<file path="config.mk">
export PLATFORM = sky130hd
export DESIGN_NAME = score_keeper
export DESIGN_NICKNAME = d
export VERILOG_FILES = /design/src/rtl/score_keeper.sv
export SDC_FILE = /design/constraint.sdc
export NUM_CORES = 1
export LEC_CHECK = 0
export ABC_AREA = 0
export CAP_MARGIN = 20
export CORE_MARGIN = 4
export CORE_UTILIZATION = 35
export DETAILED_ROUTE_END_ITERATION = 8
export DONT_BUFFER_PORTS = 1
export SETUP_SLACK_MARGIN = 0.2
export SYNTH_ARGS = -nofsm -noshare
export SYNTH_HDL_FRONTEND = slang
export SYNTH_SLANG_ARGS = --single-unit
</file>
<file path="constraint.sdc">
create_clock -name clk -period 8.45 [get_ports clk]
set_input_delay 0.845 -clock clk [delete_from_list [all_inputs] [get_ports clk]]
set_output_delay 0.845 -clock clk [all_outputs]
set_load 0.02 [all_outputs]
</file>
<file path="src/rtl/score_keeper.sv">
`default_nettype none
// ============================================================================
//  Module   : score_keeper
//  Brief    : Credit bank for the slot machine. Charges the bet on the start
//             of a spin, classifies the four stopped reel digits and adds the
//             payout to a saturating 4-digit credit score.
//  Revision : 1.0 - initial release
// ============================================================================
module score_keeper #(
  parameter int unsigned START_SCORE  = 100,
  parameter int unsigned BET          = 10,
  parameter int unsigned MAX_SCORE    = 9999,
  parameter int unsigned PAY_PAIR     = 20,
  parameter int unsigned PAY_TWO_PAIR = 50,
  parameter int unsigned PAY_THREE    = 100,
  parameter int unsigned PAY_FOUR     = 500,
  parameter int unsigned PAY_JACKPOT  = 1000
) (
  input  logic        clk,
  input  logic        rst_n,
  input  logic        spinning,
  input  logic        to_score,
  input  logic        new_game,
  input  logic [3:0]  reel1,
  input  logic [3:0]  reel2,
  input  logic [3:0]  reel3,
  input  logic [3:0]  reel4,
  output logic [13:0] score,
  output logic        is_broke,
  output logic [13:0] last_win,
  output logic        win_valid,
  output logic        jackpot
);

  localparam logic [13:0] c_start_score  = 14'(START_SCORE);
  localparam logic [13:0] c_bet          = 14'(BET);
  localparam logic [14:0] c_max_score    = 15'(MAX_SCORE);
  localparam logic [13:0] c_pay_pair     = 14'(PAY_PAIR);
  localparam logic [13:0] c_pay_two_pair = 14'(PAY_TWO_PAIR);
  localparam logic [13:0] c_pay_three    = 14'(PAY_THREE);
  localparam logic [13:0] c_pay_four     = 14'(PAY_FOUR);
  localparam logic [13:0] c_pay_jackpot  = 14'(PAY_JACKPOT);

  typedef enum logic [1:0] {
    S_IDLE = 2'd0,
    S_SPIN = 2'd1,
    S_EVAL = 2'd2,
    S_PAY  = 2'd3
  } state_t;

  state_t      r_state;
  state_t      w_state_nxt;

  logic [2:0]  r_spin_sync;
  logic [2:0]  r_to_sync;
  logic        w_spin_rise;
  logic        w_to_rise;

  logic [3:0]  r_cap1;
  logic [3:0]  r_cap2;
  logic [3:0]  r_cap3;
  logic [3:0]  r_cap4;

  logic [13:0] r_score;
  logic [13:0] r_last_win;
  logic        r_win_valid;
  logic        r_jackpot;

  logic [2:0]  w_match_cnt;
  logic        w_is_jackpot;
  logic [13:0] w_payout;
  logic [14:0] w_sum;
  logic [13:0] w_new_score;

  // Two-flop synchronizers plus one edge-detect stage for the 2 Hz levels
  always_ff @(posedge clk or negedge rst_n) begin
    if (!rst_n) begin
      r_spin_sync <= 3'b000;
      r_to_sync   <= 3'b000;
    end else begin
      r_spin_sync <= {r_spin_sync[1:0], spinning};
      r_to_sync   <= {r_to_sync[1:0], to_score};
    end
  end

  assign w_spin_rise = r_spin_sync[1] & ~r_spin_sync[2];
  assign w_to_rise   = r_to_sync[1]   & ~r_to_sync[2];

  // Count equal digit pairs among the six reel pairings and map to a payout
  always_comb begin
    w_match_cnt  = {2'b00, (r_cap1 == r_cap2)} + {2'b00, (r_cap1 == r_cap3)}
                 + {2'b00, (r_cap1 == r_cap4)} + {2'b00, (r_cap2 == r_cap3)}
                 + {2'b00, (r_cap2 == r_cap4)} + {2'b00, (r_cap3 == r_cap4)};
    w_is_jackpot = 1'b0;
    w_payout     = 14'd0;
    case (w_match_cnt)
      3'd6: begin
        if (r_cap1 == 4'd7) begin
          w_is_jackpot = 1'b1;
          w_payout     = c_pay_jackpot;
        end else begin
          w_payout     = c_pay_four;
        end
      end
      3'd3:    w_payout = c_pay_three;
      3'd2:    w_payout = c_pay_two_pair;
      3'd1:    w_payout = c_pay_pair;
      default: w_payout = 14'd0;
    endcase
    // A 15-bit sum cannot wrap, so the ceiling compare is exact
    w_sum       = {1'b0, r_score} + {1'b0, w_payout};
    w_new_score = (w_sum > c_max_score) ? c_max_score[13:0] : w_sum[13:0];
  end

  // FSM state register
  always_ff @(posedge clk or negedge rst_n) begin
    if (!rst_n) begin
      r_state <= S_IDLE;
    end else begin
      r_state <= w_state_nxt;
    end
  end

  // FSM next-state: new_game overrides everything and discards pending work
  always_comb begin
    w_state_nxt = r_state;
    if (new_game) begin
      w_state_nxt = S_IDLE;
    end else begin
      case (r_state)
        S_IDLE: if (w_spin_rise && (r_score >= c_bet)) w_state_nxt = S_SPIN;
        S_SPIN: if (w_to_rise)                         w_state_nxt = S_EVAL;
        S_EVAL: w_state_nxt = S_PAY;
        S_PAY:  w_state_nxt = S_IDLE;
        default: w_state_nxt = S_IDLE;
      endcase
    end
  end

  // Bank datapath: bet charge, reel capture and payout; the payout is
  // registered on leaving EVAL so it is visible for exactly the PAY cycle
  always_ff @(posedge clk or negedge rst_n) begin
    if (!rst_n) begin
      r_score     <= c_start_score;
      r_last_win  <= 14'd0;
      r_win_valid <= 1'b0;
      r_jackpot   <= 1'b0;
      r_cap1      <= 4'd0;
      r_cap2      <= 4'd0;
      r_cap3      <= 4'd0;
      r_cap4      <= 4'd0;
    end else begin
      r_win_valid <= 1'b0;
      if (new_game) begin
        r_score    <= c_start_score;
        r_last_win <= 14'd0;
        r_jackpot  <= 1'b0;
      end else begin
        case (r_state)
          S_IDLE: begin
            if (w_spin_rise && (r_score >= c_bet)) begin
              r_score   <= r_score - c_bet;
              r_jackpot <= 1'b0;
            end
          end
          S_SPIN: begin
            if (w_to_rise) begin
              r_cap1 <= reel1;
              r_cap2 <= reel2;
              r_cap3 <= reel3;
              r_cap4 <= reel4;
            end
          end
          S_EVAL: begin
            r_score     <= w_new_score;
            r_last_win  <= w_payout;
            r_win_valid <= 1'b1;
            if (w_is_jackpot) r_jackpot <= 1'b1;
          end
          default: ;
        endcase
      end
    end
  end

  assign score     = r_score;
  assign is_broke  = (r_score < c_bet);
  assign last_win  = r_last_win;
  assign win_valid = r_win_valid;
  assign jackpot   = r_jackpot;

endmodule
`default_nettype wire

</file>
==> impl_metrics.ini, run 1 <==
[status]
outcome = complete, no violations

[route]
vias = 2687
ant_nets = 0
vias_per_cell = 5.49
wire_per_inst_um = 17.6
drtIter0Drc = 135
routed_wirelength_um = 8590
drc = 0
first_pass_iters = 4

[clock_tree]
cts.sinks = 47
cts_resized = 0
post_cts_buffers = 0
numCtsBuffers = 5
cts-htree-levels = 2
clk_transition_reported_paths_ps = 100
cts_hold_buffers = 0
cts_buffer_depth = 2
cts_tree = yes
cts-root-buf = clkbuf_8
clk_latency_ps = 300

[finish]
num-nets-final = 395
final_cell_mix = dfrtp_1 (44), xor2_1 (25), nor2_1 (25)
final_common_cell = dfrtp_1
stdcell_count = 489
area_growth_pct = 4.17
fillers = 1035
diodes = 0
drive_gt1_share_pct = 13.2

[die]
die_w_um = 108
core_mm2 = 0.00973
row_count = 36
ioPinCount = 52
die_area_mm2 = 0.0116
die_h_um = 108
initial_core_util_pct = 35.8

[global_routing]
grt_use_met1_pct = 20.3
grt_max_degree = 48
busiest_layer = met2
grt_util_met3_pct = 4.74
antenna_found_initial = 0
grt_pass1_vias = 2678
met2_usage_pct = 24.1
grt_first_pass_wirelength_um = 13900
grt.total_usage_pct = 15.2
grt_overflow = 0

[timing]
max_slew_margin_pct = 56.4
fin_tns_setup_ps = 0
finalHoldViolations = 0
fin_crit_sh_pct = 70.0
setup_viol = 0
clock.fmax_mhz = 169
maxSlewViolCount = 0
fin_skew_ps = 11.3
fin_crit_ps = 5910
worst_pin_slew_ps = 649
rsz0062_at_grt = no

[synth]
synth-seq-cells = 47
ys_top_cells_by_area = dfrtp_1 (32%), xor2_1 (6.3%), ha_1 (5.4%), mux2_2 (5.2%), xnor2_1 (3.5%)
avgSynthCellArea_um2 = 9.47
yosysWarnings = 0
yosysTopAreaCell = dfrtp_1
synth_edf_count = 0
synth_area_mm2 = 0.00348
synth_cell_types = 69
synth_cells = 368
post-synth-top-area-fraction_pct = 31.6
synth_flop_cell = dfrtp_1
async_flop_share_pct = 100
ys_seq_area_share_pct = 33.9

[critical_path]
startpoint_type = flip-flop
critPathArrivalTime_ps = 6140
path_cells = xor2_1 -> nor4_1 -> fa_1 -> inv_1 -> fa_1 -> inv_1 -> ha_1 -> inv_1 -> fa_1 -> nor3_1 -> a22o_1 -> fa_1 -> nand3_1 -> a211oi_2 -> o21ai_2 -> xnor2_1 -> o31ai_1 -> a21oi_4 -> o211ai_1 -> a221o_1
crit_fanout = 10
slowest_stage = nor3_1
max_stage_delay_ps = 590
cp-end-kind = flip-flop
required_ps = 8680
crit_start = r_cap1[1]$_DFFE_PN0P_
path_common_cell = fa_1
reg2reg_from = r_cap1[1]$_DFFE_PN0P_
crit_type = reg -> reg

[place]
io_buffers = 0
place.gp.congestion = 0.873
dp_hpwl_um = 6550
placed_cells = 481

[power_and_ir_drop]
power_density_mw_per_mm2 = 456
leakage_uw = 0.00148
ir_worst_vdd_uv = 208

[min_path]
min_path_type = in -> async

[run]
drv_cap = 0
## registers in the layout, indices dropped and copies added, names as in the netlist
register and flops:
win_valid 1, r_cap2 4, score 14, r_cap1 4
r_cap4 4, r_spin_sync 3, r_to_sync 3, last_win 7
r_cap3 4, jackpot 1, r_state 2
## final timing paths
| kind | cells past startpoint | slack [ps] | end |
|---|---|---|---|
| worst min register to register | 0 | 360 | r_spin_sync[1]$_DFF_PN0_ |
| worst max-delay path | 20 | 2540 | score[2]$_DFFE_PN1P_ |
| max in group asynchronous | 0 | 8040 | score[2]$_DFFE_PN1P_ |
| worst min-delay path | 0 | 220 | score[11]$_DFFE_PN0P_ |
| worst max register to register | 20 | 2540 | score[2]$_DFFE_PN1P_ |
| min in group clk | 0 | 360 | r_spin_sync[1]$_DFF_PN0_ |
## logic make-up (layout without fill, tap and decap cells)
logic type,count (synthesis),in the layout,share of synthesized area [%]
and+or+nand+nor,101,101,16.3
other,1,5,0.108
AOI/OAI and AO/OA,96,96,19.1
buffers and inverters,42,26,5.78
DFF,47,47,33.9
muxes,23,23,7.33
xor gates and xnor gates,39,39,9.81
adders and majority gates,19,19,7.69
## metrics by stage
stage,utilization (%),instance area (um2),worst slack (ps),total power [uW],hold slack [ps]
after floorplan,-,3500,3240,1310,331
after global placement,36.3,3530,2280,1490,335
after detailed placement,36.4,3540,2580,1520,336
final,37.3,3630,2540,1650,220
after CTS,37.3,3630,2550,1660,214
after global routing,37.3,3630,2060,1820,200
## final cells by class
cell class	instances	area, um2	area share (%)
timing repair buffer	3	20.0	0.552
clock inverter	2	16.3	0.448
multi-input combinational	283	2120	58.3
clock buffer	6	72.6	2.00
sequential	47	1180	32.5
tap	133	166	4.59
inverter	15	56.3	1.55
## report_power, final
group          total (uW)  switching, uW  internal [uW]  leakage [uW]
clock network         142           82.1           59.6     0.0000418
logic                1080            634            447      0.000840
registers             430            138            292      0.000597
total                1650            854            798       0.00148
## metal layers
| layer | vias up | share of wire, % |
|---|---|---|
| met5 | - | 0 |
| met4 | 0 | 1.3 |
| met3 | 9 | 7.9 |
| met2 | 87 | 47 |
| met1 | 1294 | 44 |
| li1 | 1297 | - |
## cell usage after synthesis (6+ instances only)
cell type   n
nand2_1    19
o211ai_1    6
xor2_1     25
inv_1      15
ha_1       15
nor3_1     10
a21o_1      8
buf_4       8
a21oi_1    24
nor2_1     25
or3_1       6
clkbuf_1   10
mux2i_1     6
o21ai_0    15
nor4_1      9
nand4_1     6
mux2_2     16
xnor2_1    14
dfrtp_1    44
## worst max-delay path, delay by kind of cell (launching register included)
family / cells / cell delay [ps]
simple gates: 3 / 1140
flops: 1 / 450
compound gates: 7 / 1820
xor+xnor: 2 / 440
buf+inv: 3 / 200
fa+ha+maj: 5 / 1770
Power figures use the tool's default switching activity.
==> run 2: changes to the inputs <==
Clock period 8.45 ns to 5.3 ns, I/O delays scaled along.
==> impl_metrics.ini, run 2 (same netlist as run 1, synthesis figures left out) <==
[status]
outcome = finished, violations left
violations = setup timing

[clock_tree]
cts_buffer_depth = 2
cts_tree = yes
cts.sinks = 47
numCtsBuffers = 5
cts-root-buf = clkbuf_8
clk_transition_reported_paths_ps = 100
cts-htree-levels = 2
clk_latency_ps = 300

[critical_path]
critPathArrivalTime_ps = 5530
cp-end-kind = flip-flop
startpoint_type = flip-flop
path_cells = xor2_2 -> nor4_2 -> fa_1 -> inv_2 -> fa_1 -> inv_1 -> ha_2 -> inv_2 -> fa_2 -> nor3_4 -> a22o_1 -> buf_4 -> fa_2 -> nand3_4 -> a21oi_2 -> or3_1 -> a32oi_1 -> o31ai_2 -> buf_4 -> a21oi_4 -> nor2_1 -> o311a_1
required_ps = 5490
max_stage_delay_ps = 640
crit_family = adder cells
slowest_stage = fa_2
path_buf_inv = 5
crit_fanout = 6
crit_type = reg -> reg

[die]
ioPinCount = 52
die_w_um = 108
die_h_um = 108
die_area_mm2 = 0.0116
core_mm2 = 0.00973
initial_core_util_pct = 35.8
row_count = 36

[timing]
finalHoldViolations = 0
fin_crit_sh_pct = 101
setup_ws_ps = -34.8
rsz0062_at_grt = yes
maxSlewViolCount = 0
max_slew_margin_pct = 34.2
worst_pin_slew_ps = 982
fin_skew_ps = 7.19
setup_viol = 3
clock.fmax_mhz = 187
fin_tns_setup_ps = -84.0
fin_crit_ps = 5330

[finish]
num-nets-final = 449
multiInputGateArea_mm2 = 0.00237
fillers = 957
diodes = 0
drive_gt1_share_pct = 33.9
final_cell_mix = buf_4 (52), dfrtp_1 (41), nor2_1 (25)
largest_reg_flops = 14
seqCellArea_mm2 = 0.00118
final_common_cell = buf_4
area_growth_pct = 24.1

[global_routing]
grt_overflow = 0
grt.total_usage_pct = 16.5
grt_pass1_vias = 3039
grt_first_pass_wirelength_um = 15200
grt_max_degree = 45
antenna_found_initial = 0

[route]
vias = 2978
drtIter0Drc = 194
wire_per_inst_um = 17.7
vias_per_cell = 5.48
first_pass_iters = 4
drc = 0
routed_wirelength_um = 9600
ant_nets = 0

[min_path]
min_path_type = in -> async

[place]
place.gp.congestion = 0.868
dp_hpwl_um = 6950
io_buffers = 0

[run]
drv_cap = 0
==> run 2: cell count changes in the layout (fill, tap and decap cells not counted), sizes merged <==
cell	before	now
clkinv	0	2
buf	3	56
clkbuf	6	5
a21oi	27	28
clkinvlp	1	0
==> run 2: timing repair <==
| action | in CTS | in global routing |
|---|---|---|
| endpoints found under the setup margin | 13 | 14 |
| setup buffers | 6 | 7 |
| hold endpoints to repair | 44 | 0 |
| pin swaps | 15 | 35 |
| gates cloned | 1 | 0 |
| resized for setup | 20 | 30 |
| hold buffers | 1 | 0 |
==> run 2: layout make-up <==
| type | instances | area share (%) |
|---|---|---|
| Tap cell | 133 | 3.85 |
| Timing Repair Buffer | 56 | 10.4 |
| Clock inverter | 3 | 0.521 |
| Inverter | 15 | 1.30 |
| Clock buffer | 5 | 1.59 |
| Sequential cell | 47 | 27.4 |
| Multi-Input combinational cell | 284 | 54.9 |
==> run 2: final timing paths <==
path                                          endpoint                    from  depth (start not counted)  slack, ps
worst min-delay path              score[5]$_DFFE_PN1P_                   rst_n                          0         60
worst min register to register  r_to_sync[1]$_DFF_PN0_  r_to_sync[0]$_DFF_PN0_                          0        360
worst max-delay path             score[10]$_DFFE_PN0P_   r_cap1[2]$_DFFE_PN0P_                         22        -30
worst max register to register   score[10]$_DFFE_PN0P_   r_cap1[2]$_DFFE_PN0P_                         22        -30
max in group asynchronous        r_cap1[2]$_DFFE_PN0P_                   rst_n                          1       5020
min in group clk                r_to_sync[0]$_DFF_PN0_                to_score                          0        250
==> run 2: stage by stage <==
| stage | instance area [um2] | util [%] | cells | worst slack, ps | hold WS [ps] |
|---|---|---|---|---|---|
| 5_1_grt | 4320 | 44.4 | 543 | -281 | 39.5 |
| 3_3_place_gp | 3870 | 39.8 | 520 | -201 | 236 |
| 3_5_place_dp | 3870 | 39.8 | 520 | -209 | 236 |
| 2_1_floorplan | 3520 | - | 372 | 239 | 234 |
| 6_report | 4320 | 44.4 | 543 | -34.8 | 57.1 |
| 4_1_cts | 4120 | 42.4 | 536 | -7.72 | 50.2 |
==> run 2: metal layers <==
metal  global-route usage [%]  wire, um  up-vias
li1                         -         -     1412
met1                     20.7      3980     1497
met2                     28.8      5080       67
met3                     4.20       512        2
met4                     3.25        30        0
met5                        0         0        -
Power of run 2 is not shown: default switching activity piles up to over one toggle a cycle in this logic, so the estimate is an artifact.
==> run 3: changes to the inputs <==
Settings changed: CELL_PAD_IN_SITES_DETAIL_PLACEMENT from default to 1, CELL_PAD_IN_SITES_GLOBAL_PLACEMENT from default to 1, PLACE_DENSITY_LB_ADDON from default to 0.1.
==> impl_metrics.ini, run 3 (same netlist as run 1, synthesis figures left out) <==
[clock_tree]
clk_transition_reported_paths_ps = 90
numCtsBuffers = 5
cts.sinks = 47
clk_latency_ps = 300
cts_tree = yes
cts_buffer_depth = 2
cts-htree-levels = 2
cts-root-buf = clkbuf_8

[finish]
final_cell_mix = buf_4 (62), dfrtp_1 (40), nor2_1 (24)
stdcell_count = 556
num-nets-final = 462
final_area_mm2 = 0.00450
area_growth_pct = 29.1
final_common_cell = buf_4
drive_gt1_share_pct = 38.5
largest_reg_flops = 14
diodes = 0

[place]
pre_cts_slack_ps = -221
placed_cells = 530
dp_hpwl_um = 7800
place.gp.congestion = 0.794
io_buffers = 0
placed_area_mm2 = 0.00394

[critical_path]
path_buf_inv = 5
crit_fanout = 5
crit_type = reg -> reg
slowest_stage = fa_2
startpoint_type = flip-flop
path_cells = xor2_1 -> nor4_2 -> fa_1 -> inv_2 -> fa_1 -> inv_1 -> ha_2 -> inv_2 -> fa_2 -> buf_6 -> xor2_2 -> o21ai_2 -> ha_4 -> a21oi_4 -> a21oi_2 -> or3_4 -> a32oi_2 -> o31ai_1 -> buf_4 -> a21oi_4 -> nor2_2 -> o311a_1
max_stage_delay_ps = 550
cp-end-kind = flip-flop
required_ps = 5490
crit_family = adder cells
critPathArrivalTime_ps = 5560
rr_worst_depth = 22
cp.depth = 22

[route]
drtIter0Drc = 128
first_pass_iters = 4
vias_per_cell = 5.33
wire_per_inst_um = 19.0
vias = 2964
ant_nets = 0
routed_wirelength_um = 10600
drc = 0

[timing]
max_slew_margin_pct = 33.7
fin_crit_sh_pct = 101
fin_crit_ps = 5370
setup_ws_ps = -71.0
fin_skew_ps = 7.55
rsz0062_at_grt = yes
worst_pin_slew_ps = 990
maxSlewViolCount = 0
setup_viol = 6
clock.fmax_mhz = 186
finalHoldViolations = 0

[global_routing]
grt_pass1_vias = 3130
grt_max_degree = 45
grt.total_usage_pct = 18.3
grt_first_pass_wirelength_um = 16900
antenna_found_initial = 0
grt_overflow = 0

[die]
initial_core_util_pct = 35.8
die_h_um = 108
ioPinCount = 52
core_mm2 = 0.00973
die_w_um = 108
row_count = 36
die_area_mm2 = 0.0116

[status]
outcome = finished, violations left
violations = setup timing

[run]
drv_cap = 0

[min_path]
min_path_type = in -> async
[run 3: cell count changes in the layout (fill, tap and decap cells not counted), moves of 3 or more]
cell,change
a21oi_1,-3
buf_4,+10
buf_6,+3
xor2_1,-3
xor2_2,+3
[run 3: worst paths after layout]
check                                         start  slack [ps]                        to
hold reg to reg            r_spin_sync[0]$_DFF_PN0_         360  r_spin_sync[1]$_DFF_PN0_
setup reg to reg              r_cap3[2]$_DFFE_PN0P_         -70     score[10]$_DFFE_PN0P_
setup / recovery              r_cap3[2]$_DFFE_PN0P_         -70     score[10]$_DFFE_PN0P_
min in group clk                           spinning         250  r_spin_sync[0]$_DFF_PN0_
max in group asynchronous                     rst_n        5010     r_cap3[2]$_DFFE_PN0P_
hold / removal                                rst_n          60   last_win[8]$_DFFE_PN0N_
[run 3: stage by stage]
stage / hold WS, ps / setup TNS (ps) / util (%)
2_1_floorplan: 234 / 0 / -
3_3_place_gp: 235 / -1250 / 40.5
3_5_place_dp: 235 / -1970 / 40.5
4_1_cts: 44.0 / -16.9 / 43.5
5_1_grt: 34.1 / -2810 / 46.2
6_report: 58.5 / -335 / 46.2
[run 3: layout make-up]
class | count | area, um2
Multi-Input combinational cell | 284 | 2440
Clock buffer | 5 | 68.8
Timing Repair Buffer | 69 | 561
Clock inverter | 3 | 18.8
Sequential cell | 47 | 1180
Tap cell | 133 | 166
Inverter | 15 | 56.3
Fill cell | 1101 | 5230
[run 3: per-layer routing]
layer  share of wire (%)  wire length [um]  GRT usage, %  vias up
met3                 3.9               417          3.84       14
met4                 1.4               152          4.15        0
met2                  48              5110          29.3       55
met1                  46              4910          25.4     1468
met5                   0                 0             0        -
li1                    -                 -             -     1427
[run 3: repair_timing]
action                                  CTS  global route
resized for setup                        25            42
endpoints found under the hold margin    44             0
pin swaps                                 8            42
endpoints found under the setup margin   14            14
buffers inserted                          7             9
hold buffers                              1             0
cloned                                    1             0
[run 3: worst reg2reg max path, delay by kind of cell (launching register included)]
family | cells | cell delay, ps
AO/OA/AOI/OAI | 7 | 1350
XOR/XNOR | 2 | 340
adder cells (fa/ha/maj) | 5 | 1830
buffers and inverters | 5 | 510
flip-flops | 1 | 450
AND/OR/NAND/NOR | 3 | 760
Power of run 3 is left out for the same reason.
